`config.mk`:
```
export PLATFORM = sky130hd
export DESIGN_NAME = tbird_seq_lights
export DESIGN_NICKNAME = d
export VERILOG_FILES = /design/src/rtl/tbird_pkg.sv /design/src/rtl/tbird_step_div.sv /design/src/rtl/tbird_seq_lights.sv
export SDC_FILE = /design/constraint.sdc
export NUM_CORES = 1
export LEC_CHECK = 0
export BUFFER_PORTS_ARGS = -buffer_cell sky130_fd_sc_hd__buf_4
export CAP_MARGIN = 25
export CORE_MARGIN = 2
export CORE_UTILIZATION = 53
export DETAILED_ROUTE_END_ITERATION = 8
export HOLD_SLACK_MARGIN = 0.1
export PLACE_DENSITY = 0.85
export SYNTH_ARGS = -nofsm -noshare
export SYNTH_HDL_FRONTEND = slang
export SYNTH_HIERARCHICAL = 1
export SYNTH_SLANG_ARGS = --single-unit
```
`constraint.sdc`:
```
create_clock -name clk -period 2.25 [get_ports clk]
set_input_delay 0.225 -clock clk [delete_from_list [all_inputs] [get_ports clk]]
set_output_delay 0.225 -clock clk [all_outputs]
set_load 0.01 [all_outputs]
```
`src/rtl/tbird_pkg.sv`:
```
// Shared types and limits for the Thunderbird tail-light sequencer.
package tbird_pkg;
   localparam int LAMPS_MAX    = 8;
   localparam int STEP_DIV_MAX = 65535;

   typedef enum logic [1:0] {IDLE, LEFT, RIGHT, HAZ} tbird_state_t;

   // Request priority: hazard (or both turns) beats left, left beats right.
   function automatic tbird_state_t decode_req(logic h, logic l, logic r);
      if (h || (l && r)) return HAZ;
      if (l)             return LEFT;
      if (r)             return RIGHT;
      return IDLE;
   endfunction
endpackage

```
`src/rtl/tbird_step_div.sv`:
```
// Step divider: tick high on the last clock of every STEP_DIV-clock step.
module tbird_step_div #(
   parameter int STEP_DIV = 4
) (
   input  logic clk,
   input  logic reset,
   input  logic clr,
   output logic tick
);
   localparam int CW = (STEP_DIV > 1) ? $clog2(STEP_DIV) : 1;

   logic [CW-1:0] r_cnt;

   assign tick = (r_cnt == CW'(STEP_DIV - 1));

   always_ff @(posedge clk or negedge reset) begin
      if (!reset)            r_cnt <= '0;
      else if (clr || tick)  r_cnt <= '0;
      else                   r_cnt <= r_cnt + CW'(1);
   end
endmodule

```
`src/rtl/tbird_seq_lights.sv`:
```
// Sequential turn/hazard lamp controller; optional brake input with TBIRD_BRAKE_EN.
module tbird_seq_lights
   import tbird_pkg::*;
#(
   parameter int LAMPS    = 3,
   parameter int STEP_DIV = 4
) (
   input  logic             clk,
   input  logic             reset,
   input  logic             left,
   input  logic             right,
   input  logic             hazard,
`ifdef TBIRD_BRAKE_EN
   input  logic             brake,
`endif
   output logic [LAMPS-1:0] lamp_l,
   output logic [LAMPS-1:0] lamp_r,
   output logic             busy
);
   localparam int PW = $clog2(LAMPS + 1);

   if (LAMPS < 2 || LAMPS > LAMPS_MAX) begin : g_bad_lamps
      $error("tbird_seq_lights: LAMPS out of range");
   end
   if (STEP_DIV < 1 || STEP_DIV > STEP_DIV_MAX) begin : g_bad_div
      $error("tbird_seq_lights: STEP_DIV out of range");
   end

   tbird_state_t     r_state, w_state_nx, w_req;
   logic [PW-1:0]    r_phase, w_phase_nx;
   logic             w_tick, w_clr, w_brake;
   logic [LAMPS-1:0] w_fill, w_lamp_l_nx, w_lamp_r_nx;
   logic [LAMPS-1:0] r_lamp_l, r_lamp_r;
   logic             r_busy;

`ifdef TBIRD_BRAKE_EN
   assign w_brake = brake;
`else
   assign w_brake = 1'b0;
`endif

   tbird_step_div #(.STEP_DIV(STEP_DIV)) u_div (
      .clk   (clk),
      .reset (reset),
      .clr   (w_clr),
      .tick  (w_tick)
   );

   always_comb begin
      w_req      = decode_req(hazard, left, right);
      w_state_nx = r_state;
      w_phase_nx = r_phase;
      case (r_state)
         IDLE: begin
            if (w_req != IDLE) begin
               w_state_nx = w_req;
               w_phase_nx = PW'(1);
            end
         end
         LEFT, RIGHT: begin
            if (hazard) begin
               w_state_nx = HAZ;
               w_phase_nx = PW'(1);
            end else if (w_tick) begin
               if (r_phase == '0) begin
                  w_state_nx = w_req;
                  w_phase_nx = (w_req == IDLE) ? '0 : PW'(1);
               end else if (r_phase == PW'(LAMPS)) begin
                  w_phase_nx = '0;
               end else begin
                  w_phase_nx = r_phase + PW'(1);
               end
            end
         end
         HAZ: begin
            // Only the dark half of the flash may hand over to a new request.
            if (w_tick) begin
               if (r_phase == '0) begin
                  w_state_nx = w_req;
                  w_phase_nx = (w_req == IDLE) ? '0 : PW'(1);
               end else begin
                  w_phase_nx = '0;
               end
            end
         end
         default: begin
            w_state_nx = IDLE;
            w_phase_nx = '0;
         end
      endcase
      w_clr = (w_state_nx != r_state);
   end

   always_comb begin
      w_fill      = '0;
      w_lamp_l_nx = '0;
      w_lamp_r_nx = '0;
      for (int i = 0; i < LAMPS; i++) w_fill[i] = (i < int'(w_phase_nx));
      case (w_state_nx)
         IDLE: begin
            if (w_brake) begin
               w_lamp_l_nx = '1;
               w_lamp_r_nx = '1;
            end
         end
         LEFT: begin
            w_lamp_l_nx = w_fill;
            if (w_brake) w_lamp_r_nx = '1;
         end
         RIGHT: begin
            w_lamp_r_nx = w_fill;
            if (w_brake) w_lamp_l_nx = '1;
         end
         HAZ: begin
            if (w_phase_nx[0]) begin
               w_lamp_l_nx = '1;
               w_lamp_r_nx = '1;
            end
         end
         default: ;
      endcase
   end

   always_ff @(posedge clk or negedge reset) begin
      if (!reset) begin
         r_state  <= IDLE;
         r_phase  <= '0;
         r_lamp_l <= '0;
         r_lamp_r <= '0;
         r_busy   <= 1'b0;
      end else begin
         r_state  <= w_state_nx;
         r_phase  <= w_phase_nx;
         r_lamp_l <= w_lamp_l_nx;
         r_lamp_r <= w_lamp_r_nx;
         r_busy   <= (w_state_nx != IDLE);
      end
   end

   assign lamp_l = r_lamp_l;
   assign lamp_r = r_lamp_r;
   assign busy   = r_busy;
endmodule

```
# [Word-level counts from Yosys, hierarchy flattened]
# Cells that the tools add are included.
[totals] regBits=13
[op_classes] magnitude_cmp=3 n_reduce_logical=12 eq_ne=9 n_addsub=2 muxes=30
[ops] cell="2-bit two-way mux" count=17
[ops] cell="3-bit one-hot mux with 3 select lines" count=2
[ops] cell="2-bit == test (second input constant)" count=6
[ops] cell="2-bit one-hot mux with 3 select lines" count=2
[ops] cell="2-bit zero test" count=4
[ops] cell="1-bit two-way mux" count=8
[ops] cell="2-bit OR reduction" count=3
[ops] cell="2-bit by 1-bit adder with 2-bit output (second input constant)" count=2
[ops] cell="2-bit by 1-bit == test with 1-bit output (second input constant)" count=2
[ops] cell="1-bit by 2-bit less-than comparator with 1-bit output (first input constant)" count=2
[ops] cell="2-bit nonzero test" count=2
[ops] cell="3-bit two-way mux" count=1
[ops] cell="1-bit logical OR" count=2
[ops] cell="2-bit less-than comparator (first input constant)" count=1
[ops] cell="2-bit != test" count=1
[ops] cell="1-bit logical AND" count=1

# [Longest topological paths before layout]
# Gate-level depths: netlist of the first run.
[logic_depth] word_depth=17 depth_mapped=9

# [Hierarchy]
# The synthesis of the first run kept the hierarchy.
[modules_own_cells] mod="tbird_seq_lights" seq_area_each_um2=275.3 instances=1 cells_each=66 area_per_inst_um2=650.6
[modules_own_cells] mod="tbird_step_div" seq_area_each_um2=50.0 instances=1 cells_each=5 area_per_inst_um2=85.1

# [Least setup slack after synthesis of the first run]
# No wires, ideal clock.
[synth_timing] path_type="register to register" startpoint="reg r_state[0]" endpoint="reg u_div.r_cnt[1]" path_slack_ps=289 path_stages_with_launch=10 arrival_ps=1881 t_required_ps=2170 period_less_slack_ps=1961 cell_sequence="dfrtp_1 > inv_1 > ha_1 > nor2_1 > nor2_1 > a221o_1 > buf_6 > xnor2_1 > nand2_1 > nor3b_2"
[synth_via] elab_chain_len=7 elab_cells_between_ends=13 cone_classes="4 x eq/ne; 6 x mux; 3 x reduce/logical"
[synth_lines] item="from (decl)" line="tbird_seq_lights.sv:29" text="tbird_state_t r_state, w_state_nx, w_req;"
[synth_lines] item="from (signal assigned)" line="tbird_seq_lights.sv:132" text="r_state <= w_state_nx;"
[synth_lines] item="2-bit two-way mux" line="tbird_seq_lights.sv:65, tbird_seq_lights.sv:78"
[synth_lines] item="2-bit two-way mux" line="tbird_seq_lights.sv:77" text="if (w_tick) begin"
[synth_lines] item="2-bit two-way mux" line="tbird_seq_lights.sv:61" text="if (hazard) begin"
[synth_lines] item="2-bit one-hot mux with 3 select lines (*)" line="tbird_seq_lights.sv:53" text="case (r_state)"
[synth_lines] item="net w_state_nx[0]" line="tbird_seq_lights.sv:29"
[synth_lines] item="2-bit != test (*)" line="tbird_seq_lights.sv:91" text="w_clr = (w_state_nx != r_state);"
[synth_lines] item="net w_clr" line="tbird_seq_lights.sv:31" text="logic w_tick, w_clr, w_brake;"
[synth_lines] item="1-bit logical OR (*)" line="tbird_step_div.sv:18" text="else if (clr || tick) r_cnt <= '0;"
[synth_lines] item="2-bit two-way mux (*)" line="tbird_step_div.sv:18"
[synth_lines] item="to (signal assigned)" line="tbird_step_div.sv:19" text="else r_cnt <= r_cnt + CW'(1);"
[synth_lines] item="to (decl)" line="tbird_step_div.sv:12" text="logic [CW-1:0] r_cnt;"
# The timed path passes the listed nets; every way through them passes the cells marked *.

# [Worst setup path in the final report of the first run]
[layout_timing] startpoint="reg r_state[1]" endpoint="reg u_div.r_cnt[1]"
[layout_via] elab_chain_len=7 elab_cells_between_ends=13 cone_classes="4 x eq/ne; 6 x mux; 3 x reduce/logical"
[layout_lines] item="2-bit two-way mux" line="tbird_seq_lights.sv:65, tbird_seq_lights.sv:78"
[layout_lines] item="2-bit two-way mux" line="tbird_seq_lights.sv:77"
[layout_lines] item="2-bit two-way mux" line="tbird_seq_lights.sv:61"
[layout_lines] item="2-bit one-hot mux with 3 select lines" line="tbird_seq_lights.sv:53"
[layout_lines] item="2-bit != test (*)" line="tbird_seq_lights.sv:91"
[layout_lines] item="net w_clr" line="tbird_seq_lights.sv:31"
[layout_lines] item="1-bit logical OR (*)" line="tbird_step_div.sv:18"
[layout_lines] item="2-bit two-way mux (*)" line="tbird_step_div.sv:18"
# Marks and branches as above.

==> results.json, run 1 <==
{
  "drc": 0,
  "routabilityCongestion": 0.744,
  "powerDensity_mw_per_mm2": 1490,
  "ys_seq_area_frac": 0.442,
  "timing.final.hold_violations": 0,
  "critPathLaunchType": "flip-flop",
  "overflow": 0,
  "max_slew_margin": 0.767,
  "dieArea_sq_mm": 0.00170,
  "post-route-period-util": 0.946,
  "wl_microns": 1510,
  "root_buffer": "clkbuf_4",
  "maxCapViolCount": 0,
  "num_rows": 13,
  "setup_viol": 0,
  "tightest_slew_ns": 0.350,
  "p_leak_nw": 0.418,
  "clk_path_buf_depth": 2,
  "synth_area_sq_um": 736,
  "ys.warnings.count": 6,
  "reg2reg_depth": 7,
  "crit_type": "flip-flop to flip-flop",
  "wire_per_inst_microns": 14.9,
  "crit_slowest_cell": "a221o_2",
  "period_needed_ns": 2.13,
  "dr.pass1.iters": 4,
  "syn2layout_area_growth_pct": 19.2,
  "ant_nets": 0,
  "insertion_delay_ns": 0.26,
  "die_w_microns": 41.3,
  "n_antenna_cell": 0,
  "drive_above_1_share": 0.302,
  "boundaryPins": 12,
  "grt_pass1_wl_microns": 2370,
  "layout_setup_ws_ns": 0.122,
  "coreArea_sq_mm": 0.00130,
  "fmaxAchievable_mhz": 470,
  "final_common_cell": "dfrtp_1",
  "cts_sinks": 13,
  "most-common-layout-cells": "dfrtp_1, buf_4, inv_1",
  "fin_skew_ns": 0.00352,
  "final_nets": 97,
  "avgViaCountPerCell": 5.61,
  "syn_nets": 81,
  "path_cells": "inv_1, ha_2, a22o_1, a221o_2, xnor2_1, nand2_1, nor3b_2",
  "grt_max_degree": 14,
  "cts.reportedPaths.clkPinSlew_ns": 0.08,
  "cp.required_ns": 2.43,
  "grt_usage": 0.226,
  "critPathMaxStageDelay_ns": 0.46,
  "drtIter0Drc": 19,
  "htreeDepth": 1,
  "syn_area_per_cell_sq_um": 10.4,
  "hp-class": "primary input to asynchronous set/reset pin",
  "grt_pass1_vias": 520,
  "crit_arrival_ns": 2.31,
  "dpl.hpwl_microns": 1140,
  "pre_cts_slack_ns": 0.0743,
  "portBuffers": 11,
  "status": "complete, no violations",
  "antenna_found_initial": 0,
  "fin_tns_setup_ns": 0,
  "ys_ff_latch": 13,
  "cts-buffers-inserted": 3,
  "initial_core_util": 0.565,
  "rsz0062_at_grt": "no",
  "r2r_slack_ns": 0.12,
  "nFillCells": 121,
  "vdd_ir_drop_max_mv": 0.826,
  "fp.dieH_microns": 41.3,
  "synthDistinctLibCells": 31,
  "report.final.slew_viol_count": 0,
  "cp_max_fo": 8,
  "endpoint_kind": "flip-flop",
  "syn_inst": 71,
  "vias": 567,
  "cts_tree": "done"
}
## state kept, by name (all words and copies together) (netlist names)
name	count
u_div/r_cnt	2
r_state	2
r_phase	2
lamp_r	3
lamp_l	3
busy	1
## through the flow
stage	instance area (sq um)	utilization	std cells	hold slack, ns	total power [mW]
global route	877	0.674	101	0.333	1.42
floorplan	736	-	71	-0.0706	0.981
global placement	828	0.637	96	0.0720	1.10
detailed placement	828	0.637	96	0.0806	1.14
finish	877	0.674	101	0.341	1.30
CTS	865	0.664	101	0.334	1.28
## kinds of logic (layout without fill, tap and decap cells)
family | after synthesis | after routing | synth area share
XOR/XNOR | 2 | 2 | 0.0238
multiplexers | 1 | 1 | 0.0136
buffers and inverters | 10 | 25 | 0.0629
AND/OR/NAND/NOR | 22 | 22 | 0.180
AO/OA/AOI/OAI | 18 | 18 | 0.192
adder cells (fa/ha/maj) | 5 | 5 | 0.0850
flip-flops | 13 | 13 | 0.442
## layout make-up
type | count | area [sq um] | area share
Multi-Input combinational cell | 48 | 377 | 0.429
Inverter | 8 | 30.0 | 0.0342
Sequential cell | 13 | 325 | 0.371
Clock buffer | 4 | 26.3 | 0.0300
Tap cell | 15 | 18.8 | 0.0214
Timing Repair Buffer | 13 | 100 | 0.114
## worst paths after layout
path,start,endpoint
worst min-delay path,reset,u_div/r_cnt[0]$_DFF_PN0_
min in group clk,u_div/r_cnt[0]$_DFF_PN0_,u_div/r_cnt[0]$_DFF_PN0_
worst min register to register,u_div/r_cnt[0]$_DFF_PN0_,u_div/r_cnt[0]$_DFF_PN0_
worst max-delay path,r_state[1]$_DFF_PN0_,u_div/r_cnt[1]$_DFF_PN0_
worst max register to register,r_state[1]$_DFF_PN0_,u_div/r_cnt[1]$_DFF_PN0_
max in group asynchronous,reset,lamp_l[2]$_DFF_PN0_
## layer usage
layer  part of all wire  global-route usage
met5                  0                   0
met3              0.031              0.0489
met2               0.51               0.359
met4              0.013               0.121
met1               0.45               0.284
## critical path, delay by kind of cell, from the launching register on
| kind | cells | cell delay [ns] |
|---|---|---|
| compound gates | 2 | 0.71 |
| simple gates | 2 | 0.29 |
| xor+xnor | 1 | 0.15 |
| buf+inv | 1 | 0.13 |
| flops | 1 | 0.40 |
| fa+ha+maj | 1 | 0.34 |
## cell usage after synthesis, drive strengths merged
cell,count,area (sq um)
a21oi,5,28.8
o31ai,2,28.8
a21boi,1,7.51
a2bb2oi,1,8.76
nand2,4,17.5
a221o,1,10.0
nor3b,1,12.5
nor4b,1,8.76
a21o,1,7.51
nor3,5,30.0
dfrtp,13,325
buf,2,16.3
nand4b,1,8.76
nand2b,3,26.3
nor4,1,6.26
ha,5,62.6
o21ai,4,20.0
xnor2,2,17.5
a22oi,1,12.5
mux2i,1,10.0
a32oi,1,8.76
inv,8,30.0
nor2,6,22.5
a22o,1,8.76
## timing repair
item | 4_1_cts | 5_1_grt
endpoints found under the setup margin | 0 | 4
endpoints found under the hold margin | 13 | 0
hold buffers | 1 | 0
resized for setup | 0 | 4
buffers inserted | 0 | 0
## power breakdown
group	internal [mW]	switching [mW]
combinational	0.340	0.455
sequential	0.325	0.0442
clock	0.0684	0.0711
total	0.733	0.570
Power figures use the tool's default switching activity.
==> inputs of run 2 (changes only) <==
--- a/config.mk
+++ b/config.mk
@@ -12,6 +12,7 @@
 export DETAILED_ROUTE_END_ITERATION = 8
 export HOLD_SLACK_MARGIN = 0.1
 export PLACE_DENSITY = 0.85
+export SETUP_SLACK_MARGIN = 0.2
 export SYNTH_ARGS = -nofsm -noshare
 export SYNTH_HDL_FRONTEND = slang
 export SYNTH_HIERARCHICAL = 1
==> run 2 against run 1 <==
Net effect: via count is the same; clock skew grew 0.0021 ns; final cell count increased by 2.0%; hold slack lost 0.010 ns; critical path depth grew 1; combinational power increased by 13%; register-to-register slack gained 0.20 ns; global-route usage unchanged; setup slack better by 0.20 ns; wire length increased by 2.9%; critical endpoint unchanged; largest power group unchanged; highest routed layer unchanged.
==> results.json, run 2 (synthesized netlist as in run 1, its figures left out) <==
{
  "hp-class": "primary input to asynchronous set/reset pin",
  "n_antenna_cell": 0,
  "fmaxAchievable_mhz": 519,
  "max_slew_margin": 0.751,
  "boundaryPins": 12,
  "final_cells": 103,
  "num_rows": 13,
  "period_needed_ns": 1.93,
  "grt_pass1_wl_microns": 2370,
  "tightest_slew_ns": 0.373,
  "fin_skew_ns": 0.00560,
  "grt_usage": 0.226,
  "dpl.hpwl_microns": 1140,
  "drtIter0Drc": 16,
  "vdd_ir_drop_max_mv": 0.858,
  "timing.final.hold_violations": 0,
  "cp_max_fo": 4,
  "ant_nets": 0,
  "grt_pass1_vias": 521,
  "avgViaCountPerCell": 5.50,
  "cts-buffers-inserted": 3,
  "insertion_delay_ns": 0.27,
  "dr.pass1.iters": 4,
  "post-place-cells": 96,
  "nFillCells": 120,
  "dieArea_sq_mm": 0.00170,
  "status": "complete, no violations",
  "overflow": 0,
  "cts.reportedPaths.clkPinSlew_ns": 0.08,
  "portBuffers": 11,
  "root_buffer": "clkbuf_4",
  "syn2layout_area_growth_pct": 23.6,
  "initial_core_util": 0.565,
  "coreArea_sq_mm": 0.00130,
  "fp.dieH_microns": 41.3,
  "post-route-period-util": 0.856,
  "report.final.slew_viol_count": 0,
  "rsz0062_at_grt": "no",
  "setup_viol": 0,
  "drive_above_1_share": 0.330,
  "clk_path_buf_depth": 2,
  "crit_arrival_ns": 2.10,
  "routabilityCongestion": 0.744,
  "drc": 0,
  "endpoint_kind": "flip-flop",
  "cts_sinks": 13,
  "powerDensity_mw_per_mm2": 1550,
  "final_nets": 99,
  "wl_microns": 1550,
  "die_w_microns": 41.3,
  "cp.required_ns": 2.43,
  "final_common_cell": "buf_4",
  "crit_type": "flip-flop to flip-flop",
  "grt_max_degree": 14,
  "critPathLaunchType": "flip-flop",
  "wire_per_inst_microns": 15.0,
  "p_leak_nw": 0.430,
  "htreeDepth": 1,
  "antenna_found_initial": 0,
  "most-common-layout-cells": "buf_4, dfrtp_1, inv_1",
  "vias": 567,
  "fin_tns_setup_ns": 0,
  "cts_tree": "done",
  "maxCapViolCount": 0
}
## run 2: layout make-up
type	count	area, sq um	share of cell area
Sequential cell	13	325	0.358
Timing Repair Buffer	15	115	0.127
Multi-Input combinational cell	48	394	0.433
Inverter	8	30.0	0.0330
Tap cell	15	18.8	0.0206
Clock buffer	4	26.3	0.0289
## run 2: final timing paths
| check | from | end | slack, ns | cells after the start |
|---|---|---|---|---|
| max | r_phase[1]$_DFF_PN0_ | u_div/r_cnt[1]$_DFF_PN0_ | 0.33 | 8 |
| min in group clk | right | busy$_DFF_PN0_ | 0.47 | 5 |
| min reg2reg | u_div/r_cnt[0]$_DFF_PN0_ | u_div/r_cnt[0]$_DFF_PN0_ | 0.47 | 1 |
| min | reset | u_div/r_cnt[0]$_DFF_PN0_ | 0.33 | 2 |
| max in group asynchronous | reset | lamp_l[2]$_DFF_PN0_ | 1.75 | 2 |
| max reg2reg | r_phase[1]$_DFF_PN0_ | u_div/r_cnt[1]$_DFF_PN0_ | 0.33 | 8 |
## run 2: what timing repair did
item                                    in CTS  in global routing
hold endpoints to repair                    13                  0
resized for setup                            2                  6
endpoints found under the setup margin       4                  9
setup buffers                                1                  1
hold buffers                                 1                  0
pin swaps                                    2                  1
## run 2: power by group
part | total, mW | internal (mW) | leakage, nW | switching (mW)
combinational | 0.901 | 0.411 | 0.250 | 0.489
sequential | 0.367 | 0.325 | 0.165 | 0.0418
clock | 0.141 | 0.0685 | 0.0150 | 0.0730
## run 2: layer usage
metal,track usage,routed length [microns],up-vias
met3,0.0489,50,2
met2,0.367,779,13
met4,0.121,18,0
li1,-,-,283
met5,0,0,-
met1,0.277,701,269
## run 2: stage by stage
stage	hold WS (ns)	power, mW	util	instance area [sq um]	setup WS (ns)
after floorplan	-0.0706	0.981	-	736	0.289
after global placement	0.0720	1.10	0.637	828	0.176
after detailed placement	0.0806	1.14	0.637	828	0.0743
after CTS	0.334	1.32	0.677	881	0.196
after global routing	0.333	1.53	0.699	910	0.226
final	0.331	1.41	0.699	910	0.325
## run 2: worst max-delay path, cell delays in order (launching register included)
cell and delay, ns:
dfrtp_1 0.40, inv_1 0.12, ha_1 0.22, nand2_2 0.11, a22o_1 0.20, a221o_1 0.34
xnor2_1 0.14, nand2_1 0.10, nor3b_2 0.20
